--- src/rtl/uart_pkg.sv ---
// Shared types and helpers for the UART transmit path.
// Also intended for reuse by the future receiver.
package uart_pkg;

    typedef enum logic [2:0] {
        IDLE,
        ARM,
        START,
        DATA,
        PARITY,
        STOP
    } state_t;

    localparam logic PAR_EVEN = 1'b0;
    localparam logic PAR_ODD  = 1'b1;

    function automatic int frame_bits(
        input int data_bits,
        input int parity_en,
        input int stop_bits
    );
        return 1 + data_bits + parity_en + stop_bits;
    endfunction

endpackage

--- src/rtl/uart_tx_baud_edge_det.sv ---
// Synchronises the divided baud signal and emits a one-cycle
// tick on each rising edge, three in_clk cycles after the edge.
module baud_edge_det (
    input  logic in_clk,
    input  logic nrst,
    input  logic baud_clk,
    output logic tick
);

    logic sync1_q;
    logic sync2_q;
    logic prev_q;
    logic tick_q;

    // Two-flop synchroniser, edge history and registered tick.
    always_ff @(posedge in_clk or negedge nrst) begin
        if (!nrst) begin
            sync1_q <= 1'b0;
            sync2_q <= 1'b0;
            prev_q  <= 1'b0;
            tick_q  <= 1'b0;
        end else begin
            sync1_q <= baud_clk;
            sync2_q <= sync1_q;
            prev_q  <= sync2_q;
            tick_q  <= sync2_q & ~prev_q;
        end
    end

    assign tick = tick_q;

endmodule

--- src/rtl/uart_tx.sv ---
// UART transmitter: start, LSB-first data, optional parity, stop.
// Bit timing comes from the divider output, used only as data.
module uart_tx
    import uart_pkg::*;
#(
    parameter int DATA_BITS  = 8,
    parameter int PARITY_EN  = 0,
    parameter int PARITY_ODD = 0,
    parameter int STOP_BITS  = 1
) (
    input  logic                 in_clk,
    input  logic                 nrst,
    input  logic                 baud_clk,
    input  logic [DATA_BITS-1:0] tx_data,
    input  logic                 tx_valid,
    output logic                 tx_ready,
    output logic                 tx,
    output logic                 busy
);

    localparam int CW = (DATA_BITS > 1) ? $clog2(DATA_BITS) : 1;
    localparam logic [CW-1:0] LAST_BIT = CW'(DATA_BITS - 1);
    localparam logic LAST_STOP = (STOP_BITS > 1) ? 1'b1 : 1'b0;
    localparam logic ODD_BIT = (PARITY_ODD != 0) ? PAR_ODD : PAR_EVEN;

    state_t               state_q, state_d;
    logic [DATA_BITS-1:0] shift_q, shift_d;
    logic [CW-1:0]        bit_cnt_q, bit_cnt_d;
    logic                 stop_cnt_q, stop_cnt_d;
    logic                 par_q, par_d;
    logic                 tx_q, tx_d;
    logic                 tick;
    logic                 accept;

    baud_edge_det u_edge (
        .in_clk   (in_clk),
        .nrst     (nrst),
        .baud_clk (baud_clk),
        .tick     (tick)
    );

    assign tx_ready = (state_q == IDLE);
    assign busy     = (state_q != IDLE);
    assign tx       = tx_q;
    assign accept   = tx_valid & tx_ready;

    // State, datapath and line registers; line idles high in reset.
    always_ff @(posedge in_clk or negedge nrst) begin
        if (!nrst) begin
            state_q    <= IDLE;
            shift_q    <= '0;
            bit_cnt_q  <= '0;
            stop_cnt_q <= 1'b0;
            par_q      <= 1'b0;
            tx_q       <= 1'b1;
        end else begin
            state_q    <= state_d;
            shift_q    <= shift_d;
            bit_cnt_q  <= bit_cnt_d;
            stop_cnt_q <= stop_cnt_d;
            par_q      <= par_d;
            tx_q       <= tx_d;
        end
    end

    // Next-state and next line level; only ticks advance a frame.
    always_comb begin
        state_d    = state_q;
        shift_d    = shift_q;
        bit_cnt_d  = bit_cnt_q;
        stop_cnt_d = stop_cnt_q;
        par_d      = par_q;
        tx_d       = tx_q;
        unique case (state_q)
            IDLE: begin
                tx_d = 1'b1;
                if (accept) begin
                    shift_d    = tx_data;
                    par_d      = (^tx_data) ^ ODD_BIT;
                    bit_cnt_d  = '0;
                    stop_cnt_d = 1'b0;
                    state_d    = ARM;
                end
            end
            ARM: begin
                if (tick) begin
                    tx_d    = 1'b0;
                    state_d = START;
                end
            end
            START: begin
                if (tick) begin
                    tx_d      = shift_q[0];
                    bit_cnt_d = '0;
                    state_d   = DATA;
                end
            end
            DATA: begin
                if (tick) begin
                    if (bit_cnt_q != LAST_BIT) begin
                        shift_d   = shift_q >> 1;
                        bit_cnt_d = bit_cnt_q + 1'b1;
                        tx_d      = shift_q[1];
                    end else if (PARITY_EN != 0) begin
                        tx_d    = par_q;
                        state_d = PARITY;
                    end else begin
                        tx_d       = 1'b1;
                        stop_cnt_d = 1'b0;
                        state_d    = STOP;
                    end
                end
            end
            PARITY: begin
                if (tick) begin
                    tx_d       = 1'b1;
                    stop_cnt_d = 1'b0;
                    state_d    = STOP;
                end
            end
            STOP: begin
                tx_d = 1'b1;
                if (tick) begin
                    if (stop_cnt_q == LAST_STOP) begin
                        state_d = IDLE;
                    end else begin
                        stop_cnt_d = stop_cnt_q + 1'b1;
                    end
                end
            end
            default: begin
                tx_d    = 1'b1;
                state_d = IDLE;
            end
        endcase
    end

endmodule

--- config.mk ---
export PLATFORM = sky130hd
export DESIGN_NAME = uart_tx
export DESIGN_NICKNAME = d
export VERILOG_FILES = /design/src/rtl/uart_pkg.sv /design/src/rtl/uart_tx_baud_edge_det.sv /design/src/rtl/uart_tx.sv
export SDC_FILE = /design/constraint.sdc
export NUM_CORES = 1
export LEC_CHECK = 0
export CAP_MARGIN = 30
export CORE_ASPECT_RATIO = 0.5
export CORE_MARGIN = 5
export CORE_UTILIZATION = 35
export DETAILED_ROUTE_END_ITERATION = 10
export PLACE_DENSITY = 0.55
export SYNTH_ARGS = -nofsm -noshare
export SYNTH_HDL_FRONTEND = slang
export SYNTH_SLANG_ARGS = --single-unit
--- constraint.sdc ---
create_clock -name in_clk -period 2.2 [get_ports in_clk]
set_clock_uncertainty 0.1 [all_clocks]
set_input_delay 0.22 -clock in_clk [delete_from_list [all_inputs] [get_ports in_clk]]
set_output_delay 0.22 -clock in_clk [all_outputs]
set_load 0.005 [all_outputs]
==> results.json, run 1 <==
{
  "status": "complete, no violations",
  "synthDistinctLibCells": 31,
  "routabilityCongestion": 0.715,
  "placement.cell_area_sq_um": 1140,
  "cts_tree": "done",
  "fillers": 250,
  "layout-drive-gt1-share": 0.253,
  "synth_largest_area_cell": "dfrtp_1",
  "grt_max_degree": 20,
  "ys_ff_latch": 19,
  "nets": 114,
  "cts_hold_buf": 0,
  "setup_viol": 0,
  "cap_violations": 0,
  "wl_um": 1860,
  "cts.path.max_buffers": 2,
  "die_h_um": 46.9,
  "synth_top_family_by_area": "multiplexers",
  "finalSetupTns_ps": 0,
  "postCtsSetupRepairBufs": 0,
  "routedWlPerCell_um": 13.7,
  "clock_latency_ps": 250,
  "synth-edff-count": 0,
  "cts.sinks": 19,
  "cp-start-kind": "register",
  "port_buffers": 14,
  "numCtsBuffers": 3,
  "yosys_warnings": 0,
  "synth_most_common_cell": "dfrtp_1",
  "critPathArrivalTime_ps": 1750,
  "power.density_nw_per_um2": 1030,
  "syn_area_per_cell_sq_um": 11.5,
  "ys.flop_type": "dfrtp_1",
  "netlist.area_leader.share": 0.472,
  "rsz0062_at_grt": "false",
  "synth_common_cells": "dfrtp_1 (18), mux2_2 (14), o21ai_0 (5)",
  "rows": 13,
  "drc_errors": 0,
  "syn-cell-area_sq_um": 955,
  "critPathKind": "reg -> out",
  "cts-root-buf": "clkbuf_8",
  "synthArstFlopShare": 1.00,
  "hp-class": "in -> async",
  "grt_pass1_wl_um": 3240,
  "ios": 15,
  "syn2layout_area_growth_pct": 24.6,
  "max_freq_mhz": 482,
  "cts.clk_slew.worst_paths_ps": 80,
  "drt_iter0_markers": 47,
  "synth_cells": 83,
  "drt-pass1-iter-count": 2,
  "synthAdderAreaFrac": 0.0262,
  "initial_core_util": 0.367,
  "synth_nets": 97,
  "synth_compound_area_frac": 0.101,
  "drtAntennaViolNets": 0,
  "grt_use_total": 0.106,
  "antenna_found_initial": 0,
  "relSlewSlack": 0.758,
  "cp-end-kind": "primary output",
  "grt.overflow.total": 0,
  "die_w_um": 83.9,
  "first_global_vias": 764,
  "period_needed_ps": 2070,
  "maxSlewViolCount": 0,
  "dp_hpwl_um": 1420,
  "via_per_inst": 5.05,
  "finalCritPeriodShare": 0.943,
  "ir_drop_v": 0.000517,
  "ctsResizeCount": 0,
  "finalHoldViolCount": 0,
  "synth_simple_gate_area_frac": 0.164,
  "synth_xor_area_frac": 0,
  "synth_area_leaders": "dfrtp_1 (47%), mux2_2 (17%), dfstp_2 (2.8%), ha_1 (2.6%), o21ai_0 (2.6%)",
  "fin_area_sq_um": 1190,
  "core-area_sq_um": 2600,
  "cp_data_required_time_ps": 1880,
  "synth.yosys.seq_area_share": 0.499,
  "tightest_slew_ps": 362,
  "synthMuxAreaShare": 0.176,
  "htreeDepth": 1,
  "vias": 687,
  "die_area_sq_um": 3940,
  "leakage_nw": 0.509,
  "n_antenna_cell": 0,
  "worstPathMaxFanout": 14
}
-- kinds of logic (layout without fill, tap and decap cells) --
group	Yosys count	after routing
multiplexers	15	15
AND/OR/NAND/NOR	26	26
adder cells (fa/ha/maj)	2	2
buffers and inverters	8	24
AO/OA/AOI/OAI	13	13
flip-flops	19	19
-- path summary, 6_finish.rpt --
check | from | end | slack [ps] | cells past startpoint
max | state_q[0]$_DFFE_PN0P_ | tx_ready | 130 | 3
max in group asynchronous | nrst | tx$_DFFE_PN1P_ | 1540 | 2
min | nrst | u_edge.sync1_q$_DFF_PN0_ | 190 | 2
min in group in_clk | u_edge.sync1_q$_DFF_PN0_ | u_edge.sync2_q$_DFF_PN0_ | 260 | 0
min reg2reg | u_edge.sync1_q$_DFF_PN0_ | u_edge.sync2_q$_DFF_PN0_ | 260 | 0
max reg2reg | bit_cnt_q[0]$_DFFE_PN0P_ | shift_q[3]$_DFFE_PN0P_ | 160 | 5
-- sequential cells by signal, indices dropped and copies added, names as in the netlist --
signal / count
bit_cnt_q: 3
shift_q: 8
u_edge.prev_q: 1
tx: 1
u_edge.sync1_q: 1
state_q: 3
u_edge.sync2_q: 1
u_edge.tick: 1
-- where the power goes --
group	total [mW]	internal (mW)	switching [mW]
clock	0.247	0.128	0.119
combinational	0.413	0.256	0.158
sequential	0.564	0.462	0.101
-- layout make-up --
| cell class | count | area (sq um) | share of cell area |
|---|---|---|---|
| Timing Repair Buffer | 16 | 155 | 0.130 |
| Tap cell | 37 | 46.3 | 0.0389 |
| Clock buffer | 3 | 41.3 | 0.0347 |
| Sequential cell | 19 | 479 | 0.403 |
| Multi-Input combinational cell | 56 | 445 | 0.374 |
| Clock inverter | 1 | 7.51 | 0.00631 |
| Inverter | 4 | 15.0 | 0.0126 |
-- metal layers --
| metal | vias up | routed length [um] | track usage |
|---|---|---|---|
| met5 | - | 0 | 0 |
| met4 | 0 | 0 | 0.00962 |
| met3 | 0 | 62 | 0.0420 |
| met2 | 8 | 936 | 0.215 |
| met1 | 345 | 859 | 0.114 |
| li1 | 334 | - | - |
-- stage by stage --
stage	setup slack [ps]	total power, mW	std cells	util	hold slack (ps)
after floorplan	385	0.859	83	-	-176
after global placement	179	0.946	132	0.438	238
after detailed placement	127	0.988	132	0.438	242
after CTS	57.2	1.24	136	0.456	203
after global routing	42.6	1.31	136	0.457	220
final	126	1.22	136	0.457	191
-- worst max-delay path, cell delays in order, from the launching register on --
cell and delay (ps):
dfrtp_2 490, or3_1 420, inv_1 90, clkdlybuf4s50_1 500
-- placed cells by master, fill, tap and decap left out, types with 2 or more instances in the layout --
cell type / n
o21ai_0: 5
nand2_1: 3
inv_1: 4
nor2_1: 3
or3_1: 2
mux2_2: 14
clkbuf_8: 3
nor3_1: 3
dfrtp_2: 2
clkdlybuf4s50_1: 14
buf_4: 2
nand3b_1: 2
nand2b_1: 2
a21oi_1: 2
nand3_1: 3
ha_1: 2
dfrtp_1: 16
Note: power is estimated with default switching activity, not from simulation.
==> inputs of run 2 (changes only) <==
--- a/config.mk
+++ b/config.mk
@@ -5,12 +5,12 @@
 export SDC_FILE = /design/constraint.sdc
 export NUM_CORES = 1
 export LEC_CHECK = 0
-export CAP_MARGIN = 30
 export CORE_ASPECT_RATIO = 0.5
 export CORE_MARGIN = 5
 export CORE_UTILIZATION = 35
 export DETAILED_ROUTE_END_ITERATION = 10
 export PLACE_DENSITY = 0.55
+export SLEW_MARGIN = 20
 export SYNTH_ARGS = -nofsm -noshare
 export SYNTH_HDL_FRONTEND = slang
 export SYNTH_SLANG_ARGS = --single-unit
==> results of run 2 <==
Same layout as run 1: the final DEF is identical, and so are final timing and power.
==> inputs of run 3 (changes only) <==
--- a/config.mk
+++ b/config.mk
@@ -5,11 +5,10 @@
 export SDC_FILE = /design/constraint.sdc
 export NUM_CORES = 1
 export LEC_CHECK = 0
-export CORE_ASPECT_RATIO = 0.5
 export CORE_MARGIN = 5
-export CORE_UTILIZATION = 35
+export CORE_UTILIZATION = 50
 export DETAILED_ROUTE_END_ITERATION = 10
-export PLACE_DENSITY = 0.55
+export PLACE_DENSITY = 0.74
 export SLEW_MARGIN = 20
 export SYNTH_ARGS = -nofsm -noshare
 export SYNTH_HDL_FRONTEND = slang
==> run 3 against run 2 <==
Against the previous run: sequential cell count unchanged; die area down 27%; combinational power increased by 7.0%; fmax shrank 1.2%; worst setup slack got worse by 25 ps; critical endpoint unchanged.
==> results.json, run 3 (same netlist as run 1, synthesis figures left out) <==
{
  "grt_util_met2": 0.256,
  "cts.path.max_buffers": 2,
  "cts-root-buf": "clkbuf_4",
  "rrSetupSlack_ps": 180,
  "cp-start-kind": "register",
  "n_antenna_cell": 0,
  "port_buffers": 14,
  "die_w_um": 53.7,
  "grt_use_total": 0.149,
  "period_needed_ps": 2100,
  "cts.clk_slew.worst_paths_ps": 110,
  "holdWs_ps": 129,
  "grt_pass1_wl_um": 3080,
  "cp_data_required_time_ps": 1880,
  "drt_iter0_markers": 8,
  "grt.met1_usage": 0.164,
  "multi_input_comb_area_sq_um": 445,
  "top_register": "shift_q",
  "hp-class": "in -> async",
  "reg2reg_from": "bit_cnt_q[0]$_DFFE_PN0P_",
  "antenna_found_initial": 0,
  "clock_latency_ps": 300,
  "leakage_nw": 0.507,
  "first_global_vias": 755,
  "swShare": 0.314,
  "grt_max_degree": 20,
  "max_freq_mhz": 476,
  "worstPathMaxFanout": 15,
  "fillers": 167,
  "seqPwrFrac": 0.463,
  "die_h_um": 53.7,
  "layout-drive-gt1-share": 0.250,
  "use_met3": 0.0471,
  "drtAntennaViolNets": 0,
  "critPathArrivalTime_ps": 1780,
  "ios": 15,
  "maxSlewViolCount": 0,
  "top_usage_layer": "met2",
  "ir_drop_v": 0.000562,
  "switchingPower_mw": 0.365,
  "totalPowerFinal_mw": 1.16,
  "r2r_cells": 5,
  "cp-end-kind": "primary output",
  "final_cell_mix": "dfrtp_1 (16), mux2_2 (14), clkdlybuf4s50_1 (14)",
  "largestRegisters": "shift_q x8, bit_cnt_q x3, state_q x3",
  "cts_hold_buf": 0,
  "seqCellArea_sq_um": 479,
  "combPwrFrac": 0.381,
  "crit_start": "state_q[1]$_DFFE_PN0P_",
  "finalSetupTns_ps": 0,
  "internal_power_mw": 0.796,
  "routedWlPerCell_um": 13.4,
  "layout_commonest_cell": "dfrtp_1",
  "finalHoldViolCount": 0,
  "crit_end": "tx_ready",
  "r2r-end": "shift_q[4]$_DFFE_PN0P_",
  "relSlewSlack": 0.761,
  "dp_hpwl_um": 1200,
  "grt.overflow.total": 0,
  "numCtsBuffers": 3,
  "core-area_sq_um": 1760,
  "initial_core_util": 0.541,
  "largest_reg_flops": 8,
  "wl_um": 1680,
  "vias": 679,
  "status": "complete, no violations",
  "routabilityCongestion": 0.696,
  "cts.sinks": 19,
  "die_area_sq_um": 2880,
  "via_per_inst": 5.43,
  "critPathKind": "reg -> out",
  "power.density_nw_per_um2": 1000,
  "pwr-share-clk": 0.156,
  "drc_errors": 0,
  "syn2layout_area_growth_pct": 21.5,
  "rsz0062_at_grt": "false",
  "drt-pass1-iter-count": 4,
  "setup_viol": 0,
  "htreeDepth": 1,
  "cts_tree": "done",
  "nets": 115,
  "finalCritPeriodShare": 0.954,
  "rows": 15,
  "tightest_slew_ps": 357,
  "cap_violations": 0
}
-- run 3: cell count changes in the layout (fill, tap and decap cells not counted) --
cell        previous run  this run
buf_4                  2         3
clkbuf_1               0         1
clkbuf_4               0         3
clkbuf_8               3         0
clkinvlp_4             1         0
-- run 3: area by class of cell --
cell class / instances / area share
repair buffers: 17 / 0.140
clock buffers: 4 / 0.0227
flip-flops and latches: 19 / 0.413
multi-input cells: 56 / 0.384
inverters: 4 / 0.0129
well taps: 25 / 0.0270
-- run 3: critical path, cell delays in order, from the launching register on --
cell and delay [ps]:
dfrtp_2 510, or3_1 390, inv_1 80, clkdlybuf4s50_1 490
-- run 3: repair_timing --
| action | in CTS | in global routing |
|---|---|---|
| setup endpoints to repair | 0 | 1 |
| gates resized for setup | 0 | 2 |
| buffers inserted | 0 | 1 |
-- run 3: metrics by stage --
step	cells	setup WS (ps)	util	cell area, sq um
after global routing	125	3.24	0.657	1160
after global placement	120	172	0.637	1120
after detailed placement	120	160	0.637	1120
after floorplan	83	385	-	955
after CTS	124	34.2	0.652	1150
final	125	101	0.657	1160
-- run 3: layer usage --
layer  routed length (um)  vias up
met1                  757      328
met2                  801       15
met4                   26        0
met3                   93        2
met5                    0        -
li1                     -      334
-- run 3: how the worst min path moves through the flow --
stage / startpoint / endpoint / slack [ps] / depth (start not counted)
after CTS: nrst / shift_q[7]$_DFFE_PN0P_ / 130 / 2
after global placement: u_edge.sync1_q$_DFF_PN0_ / u_edge.sync2_q$_DFF_PN0_ / 250 / 0
after floorplan: nrst / bit_cnt_q[0]$_DFFE_PN0P_ / -180 / 0
final: nrst / shift_q[7]$_DFFE_PN0P_ / 130 / 2
after detailed placement: u_edge.sync1_q$_DFF_PN0_ / u_edge.sync2_q$_DFF_PN0_ / 240 / 0
after global routing: nrst / shift_q[7]$_DFFE_PN0P_ / 140 / 2
-- run 3: power groups by stage --
| stage | registers [mW] | clock network [mW] | logic (mW) |
|---|---|---|---|
| 2_1_floorplan | 0.515 | 0 | 0.344 |
| 3_3_place_gp | 0.556 | 0 | 0.402 |
| 3_5_place_dp | 0.563 | 0 | 0.416 |
| 4_1_cts | 0.554 | 0.187 | 0.418 |
| 5_1_grt | 0.556 | 0.206 | 0.495 |
| 6_report | 0.537 | 0.181 | 0.442 |
